## config.mk

```make
export PLATFORM = sky130hd
export DESIGN_NAME = router_pkt_reg
export DESIGN_NICKNAME = d
export VERILOG_FILES = /design/src/rtl/router_pkg.sv /design/src/rtl/router_chk_acc.sv /design/src/rtl/router_pkt_reg.sv
export SDC_FILE = /design/constraint.sdc
export NUM_CORES = 1
export LEC_CHECK = 0
export BUFFER_PORTS_ARGS = -buffer_cell sky130_fd_sc_hd__buf_2
export CORE_MARGIN = 1.5
export CORE_UTILIZATION = 30
export DETAILED_ROUTE_END_ITERATION = 6
export PLACE_DENSITY_LB_ADDON = 0.25
export SLEW_MARGIN = 20
export SYNTH_ARGS = -nofsm -noshare
export SYNTH_HDL_FRONTEND = slang
export SYNTH_SLANG_ARGS = --single-unit
```

## constraint.sdc

```tcl
create_clock -name clock -period 2.5 [get_ports clock]
set_input_delay 0.5 -clock clock [delete_from_list [all_inputs] [get_ports clock]]
set_output_delay 0.5 -clock clock [all_outputs]
set_load 0.1 [all_outputs]
```

## src/rtl/router_pkg.sv

```systemverilog
// Shared constants and helpers for the router packet datapath.
package router_pkg;

  localparam int PAR_XOR = 0;
  localparam int PAR_SUM = 1;

  localparam int DEF_DW  = 8;
  localparam int DEF_NCH = 3;

  // Ceiling log2; values of 0 or 1 give 0.
  function automatic int clog2(input int v);
    int r;
    r = 0;
    while ((1 << r) < v) r++;
    return r;
  endfunction

endpackage

```

## src/rtl/router_chk_acc.sv

```systemverilog
// Running parity accumulator: XOR (LRC) or wrapping additive checksum.
module router_chk_acc
  import router_pkg::*;
#(
  parameter int DW   = DEF_DW,
  parameter int MODE = PAR_XOR
) (
  input  logic          clock,
  input  logic          resetn,
  input  logic          clr_i,
  input  logic          seed_i,
  input  logic [DW-1:0] seed_val_i,
  input  logic          upd_i,
  input  logic [DW-1:0] data_i,
  output logic [DW-1:0] acc_o
);

  logic [DW-1:0] acc_q;

  // Clear beats seed beats update; the sum wraps naturally at DW bits.
  always_ff @(posedge clock) begin
    if (!resetn)     acc_q <= '0;
    else if (clr_i)  acc_q <= '0;
    else if (seed_i) acc_q <= seed_val_i;
    else if (upd_i)  acc_q <= (MODE == PAR_SUM) ? acc_q + data_i : acc_q ^ data_i;
  end

  assign acc_o = acc_q;

endmodule

```

## src/rtl/router_pkt_reg.sv

```systemverilog
// Packet register stage: header latch, FIFO write steering with one-byte
// full holding, parity/checksum and header-length checking.
module router_pkt_reg
  import router_pkg::*;
#(
  parameter int DW       = DEF_DW,
  parameter int NCH      = DEF_NCH,
  parameter int PAR_MODE = PAR_XOR,
  parameter int CW       = 8,
  localparam int AW      = (clog2(NCH) < 1) ? 1 : clog2(NCH)
) (
  input  logic          clock,
  input  logic          resetn,
  input  logic          pkt_valid,
  input  logic [DW-1:0] data_in,
  input  logic          fifo_full,
  input  logic          detect_add,
  input  logic          lfd_state,
  input  logic          ld_state,
  input  logic          laf_state,
  input  logic          full_state,
  input  logic          rst_int_reg,
  output logic [DW-1:0] dout,
  output logic [AW-1:0] hdr_addr,
  output logic          hdr_valid,
  output logic          low_packet_valid,
  output logic          parity_done,
  output logic          err,
  output logic          len_err,
  output logic [CW-1:0] err_count
);

  localparam int LW = DW - AW;
  localparam logic [AW:0] NCH_W = NCH[AW:0];

  logic [DW-1:0] hdr_q, hdr_d, dout_q, dout_d, hold_q, hold_d, ext_par_q, ext_par_d;
  logic [AW-1:0] addr_q, addr_d;
  logic [LW-1:0] pay_cnt_q, pay_cnt_d;
  logic [CW-1:0] cnt_q, cnt_d;
  logic          hvld_q, hvld_d, hold_v_q, hold_v_d, lpv_q, lpv_d;
  logic          pdone_q, pdone_d, pdly_q, pdly_d, err_q, err_d, lerr_q, lerr_d;
  logic          acc_clr, acc_seed, acc_upd;
  logic [DW-1:0] acc;
  logic [AW-1:0] in_addr;
  logic [LW-1:0] hdr_len;
  logic          bad_par, bad_len;

  assign in_addr = data_in[AW-1:0];
  assign hdr_len = hdr_q[DW-1:AW];
  assign bad_par = (acc != ext_par_q);
  assign bad_len = (pay_cnt_q != hdr_len);

  router_chk_acc #(.DW(DW), .MODE(PAR_MODE)) u_acc (
    .clock      (clock),
    .resetn     (resetn),
    .clr_i      (acc_clr),
    .seed_i     (acc_seed),
    .seed_val_i (hdr_q),
    .upd_i      (acc_upd),
    .data_i     (data_in),
    .acc_o      (acc)
  );

  // Next-state: full_state freezes everything; otherwise strobes in priority order.
  always_comb begin
    hdr_d = hdr_q; addr_d = addr_q; hvld_d = hvld_q; dout_d = dout_q;
    hold_d = hold_q; hold_v_d = hold_v_q; pay_cnt_d = pay_cnt_q; ext_par_d = ext_par_q;
    lpv_d = lpv_q; pdone_d = pdone_q; pdly_d = pdly_q; err_d = err_q; lerr_d = lerr_q;
    cnt_d = cnt_q;
    acc_clr = 1'b0; acc_seed = 1'b0; acc_upd = 1'b0;
    if (!full_state) begin
      if (detect_add && pkt_valid) begin
        if ({1'b0, in_addr} < NCH_W) begin
          hdr_d  = data_in;
          addr_d = in_addr;
          hvld_d = 1'b1;
        end else begin
          hvld_d = 1'b0;
        end
        acc_clr = 1'b1; pay_cnt_d = '0; ext_par_d = '0;
        pdone_d = 1'b0; pdly_d = 1'b0; err_d = 1'b0; lerr_d = 1'b0;
      end else begin
        if (lfd_state) begin
          dout_d = hdr_q; acc_seed = 1'b1; pay_cnt_d = '0;
        end else if (ld_state) begin
          if (pkt_valid) begin
            acc_upd = 1'b1;
            if (pay_cnt_q != '1) pay_cnt_d = pay_cnt_q + 1'b1;
          end else begin
            ext_par_d = data_in; lpv_d = 1'b1; pdone_d = 1'b1;
          end
          if (!fifo_full) dout_d = data_in;
          else begin
            hold_d = data_in; hold_v_d = 1'b1;
          end
        end else if (laf_state && hold_v_q) begin
          dout_d = hold_q; hold_v_d = 1'b0;
        end
        // One-shot check on the edge after parity_done rises.
        pdly_d = pdone_q;
        if (pdone_q && !pdly_q) begin
          err_d  = bad_par;
          lerr_d = bad_len;
          if ((bad_par || bad_len) && cnt_q != '1) cnt_d = cnt_q + 1'b1;
        end
      end
      if (rst_int_reg) begin
        lpv_d = 1'b0; hold_v_d = 1'b0;
      end
    end
  end

  // State registers with synchronous active-low reset.
  always_ff @(posedge clock) begin
    if (!resetn) begin
      hdr_q <= '0; addr_q <= '0; hvld_q <= 1'b0; dout_q <= '0; hold_q <= '0;
      hold_v_q <= 1'b0; pay_cnt_q <= '0; ext_par_q <= '0; lpv_q <= 1'b0;
      pdone_q <= 1'b0; pdly_q <= 1'b0; err_q <= 1'b0; lerr_q <= 1'b0; cnt_q <= '0;
    end else begin
      hdr_q <= hdr_d; addr_q <= addr_d; hvld_q <= hvld_d; dout_q <= dout_d; hold_q <= hold_d;
      hold_v_q <= hold_v_d; pay_cnt_q <= pay_cnt_d; ext_par_q <= ext_par_d; lpv_q <= lpv_d;
      pdone_q <= pdone_d; pdly_q <= pdly_d; err_q <= err_d; lerr_q <= lerr_d; cnt_q <= cnt_d;
    end
  end

  assign dout             = dout_q;
  assign hdr_addr         = addr_q;
  assign hdr_valid        = hvld_q;
  assign low_packet_valid = lpv_q;
  assign parity_done      = pdone_q;
  assign err              = err_q;
  assign len_err          = lerr_q;
  assign err_count        = cnt_q;

endmodule

```

# Word level (Yosys, flattened, before mapping)
# Index checks and enable logic that the tools add are counted.
[word_totals]
regBits = 63
out_inout_bits = 23
[op_classes]
n_addsub = 2
n_lt_le_gt_ge = 1
n_eq_ne = 11
muxes = 43
bitwise_logic = 5
n_reduce_logical = 26
[op_table]
columns = ["cell", "count"]
rows = [
  ["2-to-1 mux 8 bit", 10],
  ["2-to-1 mux 6 bit", 5],
  ["2-to-1 mux 1 bit", 28],
  ["AND reduction 4 bit", 4],
  ["AND reduction 5 bit", 3],
  ["nonzero test 3 bit", 5],
  ["adder 8 x 1 -> 8 bit, second input constant", 1],
  ["!= test 2 x 1 -> 1 bit, second input constant", 4],
  ["!= test 8 bit", 1],
  ["!= test 8 bit, second input constant", 1],
  ["nonzero test 2 bit", 4],
  ["bitwise XOR 8 bit", 1],
  ["adder 6 x 1 -> 6 bit, second input constant", 1],
  ["!= test 6 bit", 1],
  ["!= test 6 bit, second input constant", 1],
  ["logical AND 1 bit", 4],
  ["inverter 1 bit", 4],
  ["AND reduction 2 bit", 2],
  ["!= test 3 x 2 -> 1 bit, second input constant", 1],
  ["!= test 3 bit, second input constant", 1],
  ["AND reduction 3 bit", 1],
  ["less-than comparator 2 bit, second input constant", 1],
  ["!= test 2 bit, second input constant", 1],
  ["OR reduction 2 bit", 1],
  ["other kinds (2)", 2],
]

# Logic depth before layout (Yosys ltp)
# Gate-level depths: netlist of run 1.
[depth]
depth_word = 7
mapped_depth = 8
depth_no_buf = 6

# By module
# A second synthesis of run 1 with hierarchy kept.
[hier_totals]
cells_unflattened = 342
area_unflattened_um2 = 3005.4
[modules_own_cells]
columns = ["mod", "instances", "cells_each", "area_each_um2"]
rows = [
  ["router_pkt_reg", 1, 297, 2561.2],
  ["router_chk_acc", 1, 45, 444.2],
]

# Worst setup path before layout of run 1
# No wires, ideal clock.
[synth_timing]
kind = "reg-to-reg"
start = "reg pdone_q, in the netlist parity_done"
end = "reg cnt_q[4], in the netlist err_count[4]"
t_arrival_ns = 2.103
slack_ns = 0.327
stages_incl_launch_ff = 6
path_buffers = 0
cell_sequence = "dfxtp_1 > or2b_4 > nor2_4 > o21ai_2 > or4_1 > a21boi_1"
[synth_via]
elab_chain_cells = 2
[synth_rtl]
columns = ["item", "line_no", "rtl"]
rows = [
  ["start, declared", "router_pkt_reg.sv:41", "logic pdone_q, pdone_d, pdly_q, pdly_d, err_q, err_d, lerr_q, lerr_d;"],
  ["start signal, assigned", "router_pkt_reg.sv:122", "pdone_q <= pdone_d; pdly_q <= pdly_d; err_q <= err_d; lerr_q <= lerr_d; cnt_q <= cnt_d;"],
  ["logical AND 1 bit", "router_pkt_reg.sv:101", "if (pdone_q && !pdly_q) begin"],
  ["AND reduction 4 bit (no source line)", "--", ""],
  ["end signal, assigned", "router_pkt_reg.sv:122", ""],
  ["end, declared", "router_pkt_reg.sv:39", "logic [CW-1:0] cnt_q, cnt_d;"],
]
# Every way passes these cells.
# A chain may end at the register's enable or synchronous reset.

# Worst setup path in the final report of run 1
[layout_timing]
start = "in ld_state"
end = "reg dout_q[2], in the netlist dout[2]"
[layout_via]
elab_chain_cells = 2
elab_cells_between_ends = 5
[layout_rtl]
columns = ["item", "line_no", "rtl"]
rows = [
  ["start, declared", "router_pkt_reg.sv:19", "input logic ld_state,"],
  ["!= test 3 bit (no source line) (tied with other cells)", "--", ""],
  ["AND reduction 4 bit (no source line) / 2-to-1 mux 8 bit (equally long branches)", "--", ""],
  ["end signal, assigned", "router_pkt_reg.sv:120", "hdr_q <= hdr_d; addr_q <= addr_d; hvld_q <= hvld_d; dout_q <= dout_d; hold_q <= hold_d;"],
  ["end, declared", "router_pkt_reg.sv:36", "logic [DW-1:0] hdr_q, hdr_d, dout_q, dout_d, hold_q, hold_d, ext_par_q, ext_par_d;"],
]
# Parallel ways exist; a longest one is shown, timed or not.

==> flow_summary.ini, run 1 <==
[run_status]
run_status = completed

[floorplanning]
die_width_microns = 104
placeableCoreArea_sq_mm = 0.00977
die_area_sq_mm = 0.0107
placementRows = 36
io_pins = 41
y_dimension_of_the_die_microns = 104
effective_utilization_at_floorplan_pct = 31.0

[global_routing]
grt_start_max_net_pins = 28
grt_pass1_wl_microns = 11800
grt_antenna_before_repair = 0
grt_overflow = 0
grt_usage_pct = 13.8
first_global_vias = 2309

[pwr]
total_power_w = 0.00228
power.leakage_nw = 1.38
ir_worst_vdd_v = 0.000270
power.density_mw_per_mm2 = 642

[clock_network]
clk_transition_reported_paths_ns = 0.08
cts_root_buffer = sky130_fd_sc_hd__clkbuf_8
max-clock-path-buffers = 2
cts_htree_levels = 3
worstSkewPairLatency_ns = 0.34
setup_repair_bufs_after_cts = 0
ctsResizeCount = 0
post_cts_hold_buffer_count = 0
cts.sinks = 61
tritoncts.num_buffers = 9
cts_tree = yes

[cells_and_area]
antenna-diode-count = 0
layout-area-overhead-vs-synth_pct = 17.2
share_of_post_route_cells_with_drive_strength_above_1_pct = 18.6
finish.net_count = 385
layout_common_cells = sky130_fd_sc_hd__dfxtp_1 (61), sky130_fd_sc_hd__buf_2 (40), sky130_fd_sc_hd__nand2_1 (39)
finish.utilization_pct = 36.4
final_design_area_no_fill_sq_mm = 0.00355
most_common_library_cell_in_the_layout_ignoring_fill_and_taps = sky130_fd_sc_hd__dfxtp_1
fillerInstances = 1031
final_cell_count_no_fill = 503

[sta]
finalWorstPathRequiredPeriod_ns = 1.79
setup-violations-final = 0
tns_ns = 0
grt_setup_unrepaired = no
final_hold_viols = 0
fin_skew_ns = 0.0106
number_of_pins_exceeding_their_max_slew_limit_in_the_final_report = 0
timing_worst_slew_pin_value_ns = 0.604
fmaxAchievable_mhz = 558
final.period_utilization_pct = 71.7
max_slew_margin_pct = 59.6

[placement]
detailed_place.area_sq_mm = 0.00333
placedCellCount = 487
hpwl_microns = 5080
place_congestion = 0.774
place.port_buffers = 40

[routing]
drt-vias-per-instance = 4.68
avgRoutedWirePerCell_microns = 13.9
sum_of_routed_wire_length_over_all_layers_microns = 7010
vias = 2356
drc = 0
drtIter0Drc = 107
post_detailed_route_count_of_antenna_violating_nets = 0
first_pass_iters = 4

[synth]
synthesis.instances = 330
synth-adder-area-share_pct = 0.825
synth.yosys.warnings = 0
synth_compound_area_share_pct = 12.5
largest_family_of_logic_cells_by_synthesized_area = simple AND/OR/NAND/NOR gates
synth_fp_nets = 350
syn_avg_cell_area_sq_um = 9.19
postSynthRegisterBits = 61
yosysSeqAreaShare_pct = 40.3
ys_types = 42
post_synth_mux_area_share_pct = 12.5
post_synth_instance_area_sq_mm = 0.00303
synth-simple-area-share_pct = 22.8
async_flop_share_pct = 0
synth_xor_xnor_area_share_pct = 7.80
ys_dominant_reg_cell = sky130_fd_sc_hd__dfxtp_1
synth_edf_count = 0

[hold_path]
hold_path.class = reg -> reg
min_path_cells = 2

[setup_path]
timing.critical_path.cells = buf_2, nand2_1, a21oi_1, nand2b_1, mux2i_1, nor2b_1
critPathMaxStageDelay_ns = 0.52
slowest_library_cell_on_the_worst_path = sky130_fd_sc_hd__nand2b_1
critPathMaxFanout = 13
register_to_register_setup_slack_ns = 0.78
worst-setup-path-type = in -> reg
r2r_cells = 5
setup.worst_path.start_class = input port
critical_path_arrival_ns = 2.02
worst-endpoint-required_ns = 2.73
setup.worst_path.end_class = flip-flop

[flow_run]
cap_violations = 0
==> synthesized netlist by cell type, drive strengths merged (3+ instances only) <==
master  number  area share [%]
a211oi      10             2.5
a21boi       5             1.2
a21o         4             1.2
a21oi        8             1.3
a22oi        8             2.0
buf          8             1.7
clkbuf      11             1.4
dfxtp       61              40
mux2i       38              13
nand2       39             4.8
nand2b       9             1.9
nand3        6            0.99
nand4        4            0.82
nor2        20             2.7
nor2b       32             6.6
nor3         3            0.87
nor4         4             1.3
o21ai       15             2.6
o221a        3             1.1
xnor2       18             5.2
xor2         9             2.6
==> sequential cells by signal, indices dropped and copies added (netlist names), 6 cells and up <==
name         count
hold_q           8
err_count        8
hdr_q            8
pay_cnt_q        6
dout             8
ext_par_q        8
u_acc.acc_o      8
==> metrics by stage <==
stage          hold slack [ns]  setup WS [ns]
6_report                 0.466          0.706
5_1_grt                  0.503          0.563
4_1_cts                  0.473          0.682
3_5_place_dp             0.462          0.329
3_3_place_gp             0.454          0.355
2_1_floorplan            0.442          0.327
==> logic make-up (layout without fill, tap and decap cells) <==
family          Yosys count  after routing
simple gates            126            126
fa+ha+maj                 2              2
xor+xnor                 27             27
flops                    61             61
mux                      38             38
buf+inv                  21             61
compound gates           55             55
==> critical path, delay by kind of cell <==
| kind | cells | cell delay, ns |
|---|---|---|
| mux | 1 | 0.26 |
| compound gates | 1 | 0.18 |
| simple gates | 3 | 0.77 |
| buf+inv | 1 | 0.31 |
==> metal layers <==
| layer | global-route usage (%) | vias up | routed length (microns) |
|---|---|---|---|
| met5 | 0 | - | 0 |
| met4 | 3.87 | 0 | 89 |
| met3 | 3.90 | 7 | 278 |
| met2 | 20.8 | 39 | 3020 |
| met1 | 19.1 | 1100 | 3610 |
| li1 | - | 1210 | - |
==> path summary, 6_finish.rpt <==
kind	from	endpoint
worst max-delay path	ld_state	dout[2]
worst min-delay path	err	err
worst max register to register	pay_cnt_q[0]	err_count[1]
worst min register to register	err	err
==> cell type report <==
cell class                      instances  area [sq um]  share of cell area, %
Clock buffer                           10           138                   3.87
Multi-Input combinational cell        248          1710                   48.2
Sequential cell                        61          1220                   34.4
Clock inverter                          6          86.3                   2.43
Tap cell                              133           166                   4.68
Timing Repair Buffer                   43           223                   6.27
Inverter                                2          7.51                  0.211
==> power breakdown <==
part	switching [W]	leakage, nW	internal [W]
sequential	0.0000214	0.494	0.000996
clock	0.000408	0.112	0.000587
combinational	0.000179	0.773	0.0000904
total	0.000608	1.38	0.00167
(Power assumes the default switching activity.)
==> inputs of run 2 (changes only) <==
==> constraint.sdc (replaced) <==
create_clock -name clock -period 1.6 [get_ports clock]
set_input_delay 0.32 -clock clock [delete_from_list [all_inputs] [get_ports clock]]
set_output_delay 0.32 -clock clock [all_outputs]
set_load 0.1 [all_outputs]
==> run 2 against run 1 <==
Net effect:
- via count increased by 5.6%
- sequential power increased by 55%
- power increased by 54%
- cell count increased by 6.0%
- final area increased by 9.3%
- first-iteration DRC count decreased by 25%
- register-to-register slack got worse by 0.75 ns
- count of clock-buffer cells in the layout increased by 4
- global-route usage increased by 0.83 points
- largest cell class unchanged
- highest routed layer unchanged
==> flow_summary.ini, run 2 (synthesized netlist as in run 1, its figures left out) <==
[pwr]
p_seq_share_pct = 45.2
total_power_w = 0.00350
netSwitchingFraction_pct = 26.0
ir_worst_vdd_v = 0.000502
intPower_w = 0.00259
share_clk_of_total_power_pct = 40.4
power.leakage_nw = 1.55
combPwrFrac_pct = 14.4
switching_power_w = 0.000909
power.density_mw_per_mm2 = 902

[floorplanning]
io_pins = 41
y_dimension_of_the_die_microns = 104
die_area_sq_mm = 0.0107
die_width_microns = 104
placeableCoreArea_sq_mm = 0.00977
placementRows = 36
effective_utilization_at_floorplan_pct = 31.0

[sta]
number_of_pins_exceeding_their_max_slew_limit_in_the_final_report = 0
final_hold_viols = 0
max_slew_margin_pct = 61.6
final.period_utilization_pct = 97.9
final.setup.worst_slack_ns = 0.0329
timing_worst_slew_pin_value_ns = 0.575
grt_setup_unrepaired = yes
setup-violations-final = 0
finalWorstPathRequiredPeriod_ns = 1.57
fmaxAchievable_mhz = 638
fin_skew_ns = 0.00750

[cells_and_area]
antenna-diode-count = 0
finish.net_count = 416
seqCellArea_sq_mm = 0.00125
fillerInstances = 1028
multi_input_comb_area_sq_mm = 0.00177
final_design_area_no_fill_sq_mm = 0.00388
final_cell_count_no_fill = 533
share_of_post_route_cells_with_drive_strength_above_1_pct = 31.3
layout_common_cells = sky130_fd_sc_hd__dfxtp_1 (42), sky130_fd_sc_hd__buf_2 (40), sky130_fd_sc_hd__nand2_1 (38), sky130_fd_sc_hd__mux2i_1 (38), sky130_fd_sc_hd__nor2b_1 (32)
layout-area-overhead-vs-synth_pct = 28.0
most_common_library_cell_in_the_layout_ignoring_fill_and_taps = sky130_fd_sc_hd__dfxtp_1

[clock_network]
worstSkewPairLatency_ns = 0.33
cts_htree_levels = 3
max-clock-path-buffers = 2
cts_root_buffer = sky130_fd_sc_hd__clkbuf_8
tritoncts.num_buffers = 9
cts.sinks = 61
cts_tree = yes
clk_transition_reported_paths_ns = 0.06

[global_routing]
grt_util_met2_pct = 22.2
globalRouteMet1Util_pct = 20.0
grt_overflow = 0
grt_pass1_wl_microns = 12400
grt_start_max_net_pins = 21
met3_track_demand_over_resource_in_global_routing_pct = 3.71
first_global_vias = 2447
global_route.peak_usage_layer = met2
grt_antenna_before_repair = 0
grt_usage_pct = 14.6

[routing]
drt-vias-per-instance = 4.67
drtIter0Drc = 80
avgRoutedWirePerCell_microns = 14.2
post_detailed_route_count_of_antenna_violating_nets = 0
drc = 0
vias = 2488
sum_of_routed_wire_length_over_all_layers_microns = 7570
first_pass_iters = 4

[placement]
detailed_place.area_sq_mm = 0.00359
placedCellCount = 515
place.port_buffers = 40
place_congestion = 0.822
hpwl_microns = 5470
post-place-ws_ns = -0.0241

[setup_path]
rr_startpoint = hdr_q[5]
worst-endpoint-required_ns = 1.80
crit_end = err_count[5]
worst-setup-path-type = reg -> reg
r2r_cells = 6
setup.worst_path.start_class = flip-flop
critPathMaxFanout = 5
crit_start = hdr_q[5]
setup.worst_path.end_class = flip-flop
timing.rr.end = err_count[5]
critical_path_arrival_ns = 1.77
register_to_register_setup_slack_ns = 0.03

[hold_path]
hold_path.class = in -> reg

[run_status]
run_status = completed

[flow_run]
cap_violations = 0
run 2: critical path: stages (launching register included):
cell                      delay, ns
sky130_fd_sc_hd__dfxtp_2       0.34
sky130_fd_sc_hd__xnor2_1       0.15
sky130_fd_sc_hd__nand4_1       0.20
sky130_fd_sc_hd__nor4_4        0.38
sky130_fd_sc_hd__buf_6         0.18
sky130_fd_sc_hd__nor4_4        0.05
sky130_fd_sc_hd__mux2i_1       0.13
run 2: power groups by stage:
| stage | logic [W] | clock network [W] | registers (W) |
|---|---|---|---|
| after floorplan | 0.000257 | 0 | 0.00168 |
| after global placement | 0.000481 | 0 | 0.00162 |
| after detailed placement | 0.000487 | 0 | 0.00162 |
| after CTS | 0.000491 | 0.00147 | 0.00158 |
| after global routing | 0.000548 | 0.00152 | 0.00159 |
| final | 0.000504 | 0.00141 | 0.00158 |
run 2: stage by stage:
step	util, %	TNS, ns	hold WS, ns
finish	39.7	0	0.326
floorplan	-	-0.0761	0.442
global placement	36.7	-0.0156	0.448
CTS	38.9	-0.00497	0.307
global route	39.7	-0.262	0.316
detailed placement	36.7	-0.128	0.462
run 2: how the worst min path moves through the flow:
stage,startpoint,end,slack [ns],cells after the start
3_3_place_gp,hdr_valid,hdr_valid,0.45,2
2_1_floorplan,pdly_q,pdly_q,0.44,2
5_1_grt,data_in[4],hdr_q[4],0.32,3
6_report,data_in[4],hdr_q[4],0.33,3
4_1_cts,data_in[4],hdr_q[4],0.31,3
3_5_place_dp,err,err,0.46,2
run 2: area by class of cell:
type / instances / area share [%]
clock buffers: 14 / 4.45
flip-flops and latches: 61 / 32.3
inverters: 2 / 0.193
well taps: 133 / 4.29
multi-input cells: 248 / 45.6
repair buffers: 74 / 12.5
clock inverters: 1 / 0.773
run 2: routing by layer:
metal,routed length (microns),part of all wire [%]
met4,84,1.1
met2,3420,45
met1,3830,51
met5,0,0
met3,231,3.1
run 2: what timing repair did:
item / in CTS / in global routing
pin swaps: 3 / 10
resized for setup: 5 / 16
hold buffers: 0 / 0
setup endpoints to repair: 4 / 13
hold endpoints to repair: 0 / 0
setup buffers: 0 / 3
==> inputs of run 3 (changes only) <==
--- a/config.mk
+++ b/config.mk
@@ -7,10 +7,11 @@
 export LEC_CHECK = 0
 export BUFFER_PORTS_ARGS = -buffer_cell sky130_fd_sc_hd__buf_2
 export CORE_MARGIN = 1.5
-export CORE_UTILIZATION = 30
+export CORE_UTILIZATION = 51
 export DETAILED_ROUTE_END_ITERATION = 6
 export PLACE_DENSITY_LB_ADDON = 0.25
 export SLEW_MARGIN = 20
 export SYNTH_ARGS = -nofsm -noshare
 export SYNTH_HDL_FRONTEND = slang
+export SYNTH_HIERARCHICAL = 1
 export SYNTH_SLANG_ARGS = --single-unit
==> run 3 against run 2 <==
Net effect:
- the flow now finishes with violations (negative setup slack)
- via count rose by 12%
- synthesized area is 0.91% lower
- die area fell by 41%
- first-iteration DRC count grew 75%
- combinational power rose by 10%
- global-route usage rose by 11 points
- sequential share of layout area down 1.6 points
- final area grew 6.5%
- wire length up 4.3%
- core utilization up 34 points
- critical path type unchanged
- critical endpoint is now pay_cnt_q[4]
- highest routed layer unchanged
==> flow_summary.ini, run 3 <==
[floorplanning]
die_area_sq_mm = 0.00636
y_dimension_of_the_die_microns = 79.8
io_pins = 41
placementRows = 27
die_width_microns = 79.8
effective_utilization_at_floorplan_pct = 53.6
placeableCoreArea_sq_mm = 0.00561

[pwr]
power.density_mw_per_mm2 = 935
share_clk_of_total_power_pct = 44.8
ir_worst_vdd_v = 0.000596
switching_power_w = 0.00102
combPwrFrac_pct = 14.4
intPower_w = 0.00284
p_seq_share_pct = 40.8
netSwitchingFraction_pct = 26.5
total_power_w = 0.00386
power.leakage_nw = 1.79

[synth]
postSynthRegisterBits = 61
yosysSeqAreaShare_pct = 40.6
post_synth_instance_area_sq_mm = 0.00301
synth.yosys.warnings = 6
synth.top_cell.area_share_pct = 40.6
synth_top_area_cell = sky130_fd_sc_hd__dfxtp_1
ys_top_cells_by_area = sky130_fd_sc_hd__dfxtp_1 (41%), sky130_fd_sc_hd__mux2i_1 (11%), sky130_fd_sc_hd__a21oi_1 (4.5%), sky130_fd_sc_hd__nor2_1 (4.5%), sky130_fd_sc_hd__xor2_1 (4.1%)
synth_fp_nets = 362
ys_types = 44
ys_dominant_reg_cell = sky130_fd_sc_hd__dfxtp_1
synthesis.instances = 342
synthMostInstantiatedCell = sky130_fd_sc_hd__dfxtp_1
syn_avg_cell_area_sq_um = 8.79
synth_edf_count = 0
async_flop_share_pct = 0
synth_commonest_cells = sky130_fd_sc_hd__dfxtp_1 (61), sky130_fd_sc_hd__nor2_1 (36), sky130_fd_sc_hd__mux2i_1 (33), sky130_fd_sc_hd__nand2_1 (32), sky130_fd_sc_hd__a21oi_1 (27)

[setup_path]
r2r_cells = 6
register_to_register_setup_slack_ns = -0.07
setup.worst_path.start_class = flip-flop
setup.worst_path.end_class = flip-flop
critPathMaxFanout = 4
timing.rr.end = pay_cnt_q[4]
rr_startpoint = pay_cnt_q[0]
worst-setup-path-type = reg -> reg
worst-endpoint-required_ns = 1.87
critical_path_arrival_ns = 1.94

[routing]
drc = 0
vias = 2796
first_pass_iters = 4
post_detailed_route_count_of_antenna_violating_nets = 0
sum_of_routed_wire_length_over_all_layers_microns = 7890
drt-vias-per-instance = 5.65
drtIter0Drc = 140
avgRoutedWirePerCell_microns = 15.9

[sta]
grt_setup_unrepaired = yes
number_of_pins_exceeding_their_max_slew_limit_in_the_final_report = 0
final.period_utilization_pct = 105
max_slew_margin_pct = 67.7
final.setup.worst_slack_ns = -0.0735
fmaxAchievable_mhz = 598
timing.hold.ws_ns = 0.277
fin_skew_ns = 0.0143
finalWorstPathRequiredPeriod_ns = 1.67
timing_worst_slew_pin_value_ns = 0.488
setup-violations-final = 6
final_hold_viols = 0

[cells_and_area]
layout_common_cells = sky130_fd_sc_hd__buf_2 (40), sky130_fd_sc_hd__buf_4 (40), sky130_fd_sc_hd__dfxtp_1 (39)
finish.net_count = 438
final_cell_count_no_fill = 495
final_design_area_no_fill_sq_mm = 0.00413
layout-area-overhead-vs-synth_pct = 37.6
antenna-diode-count = 0
share_of_post_route_cells_with_drive_strength_above_1_pct = 39.2

[clock_network]
tritoncts.num_buffers = 9
worstSkewPairLatency_ns = 0.35
max-clock-path-buffers = 2
clk_transition_reported_paths_ns = 0.07
cts.sinks = 61
cts_root_buffer = sky130_fd_sc_hd__clkbuf_8
cts_tree = yes
cts_htree_levels = 3

[hold_path]
hold_path.startpoint = data_in[2]
hold_path.class = in -> reg
timing.hold.worst_endpoint = ext_par_q[2]
min_path_cells = 3

[flow_run]
cap_violations = 0

[placement]
detailed_place.area_sq_mm = 0.00364
hpwl_microns = 5140
placedCellCount = 476
place_congestion = 0.842
post-place-ws_ns = -0.144
place.port_buffers = 40

[global_routing]
grt_pass1_wl_microns = 12700
grt_start_max_net_pins = 49
first_global_vias = 2662
grt_overflow = 0
grt_usage_pct = 25.9
grt_antenna_before_repair = 0

[run_status]
violations = negative setup slack
run_status = finished with violations
[run 3: metal layers]
| metal | vias up | wire [microns] | track usage, % |
|---|---|---|---|
| met4 | 0 | 128 | 12.1 |
| met5 | - | 0 | 0 |
| met2 | 55 | 3920 | 43.6 |
| met1 | 1348 | 3520 | 32.3 |
| li1 | 1382 | - | - |
| met3 | 11 | 326 | 3.89 |
[run 3: cell type report]
type                       count  area, sq um
fill                         419         1470
sequential                    61         1270
clock inverter                 5         85.1
multi-input combinational    256         1900
tap                           72         90.1
clock buffer                  11          174
timing repair buffer          85          601
inverter                       5         18.8
[run 3: power groups by stage]
stage,combinational (W),clock [W],sequential (W)
after detailed placement,0.000496,0,0.00161
after floorplan,0.000260,0,0.00167
after global placement,0.000488,0,0.00161
after CTS,0.000524,0.00174,0.00157
after global routing,0.000594,0.00180,0.00158
final,0.000555,0.00173,0.00158
[run 3: worst max-delay path by stage]
| stage | cells after the start | endpoint | slack (ns) | from |
|---|---|---|---|---|
| floorplan | 6 | err_count[3] | -0.07 | err_count[1] |
| global placement | 6 | err_count[1] | -0.11 | pay_cnt_q[1] |
| detailed placement | 7 | u_acc/acc_o[1] | -0.14 | full_state |
| CTS | 6 | pay_cnt_q[3] | -0.02 | pay_cnt_q[0] |
| global route | 8 | pay_cnt_q[2] | -0.15 | pay_cnt_q[0] |
| finish | 6 | pay_cnt_q[4] | -0.07 | pay_cnt_q[0] |
[run 3: cell families (layout without fill, tap and decap cells)]
group	count (synthesis)	after routing	synth area share [%]
AOI/OAI and AO/OA	66	66	13.9
muxes	33	33	11.0
xor gates and xnor gates	14	14	4.08
and+or+nand+nor	140	141	25.3
adders and majority gates	2	2	0.833
DFF	61	61	40.6
buffers and inverters	26	106	4.33
[run 3: through the flow]
step / setup TNS [ns] / utilization, %
2_1_floorplan: -0.230 / -
3_3_place_gp: -1.35 / 64.9
3_5_place_dp: -2.14 / 64.9
4_1_cts: -0.0396 / 71.5
5_1_grt: -1.07 / 73.7
6_report: -0.307 / 73.7
[run 3: worst max-delay path, stage by stage, from the launching register on]
cell and delay, ns:
sky130_fd_sc_hd__dfxtp_4 0.37, sky130_fd_sc_hd__ha_4 0.16, sky130_fd_sc_hd__and3_4 0.16, sky130_fd_sc_hd__a31oi_4 0.19, sky130_fd_sc_hd__nand3b_1 0.18, sky130_fd_sc_hd__or3b_4 0.42
sky130_fd_sc_hd__a21oi_1 0.12
[run 3: what timing repair did]
| item | CTS | global route |
|---|---|---|
| gates cloned | 1 | 0 |
| resized for setup | 28 | 21 |
| hold endpoints to repair | 0 | 0 |
| setup endpoints to repair | 12 | 13 |
| pin swaps | 19 | 6 |
| hold buffers | 0 | 0 |
| buffers inserted | 4 | 0 |
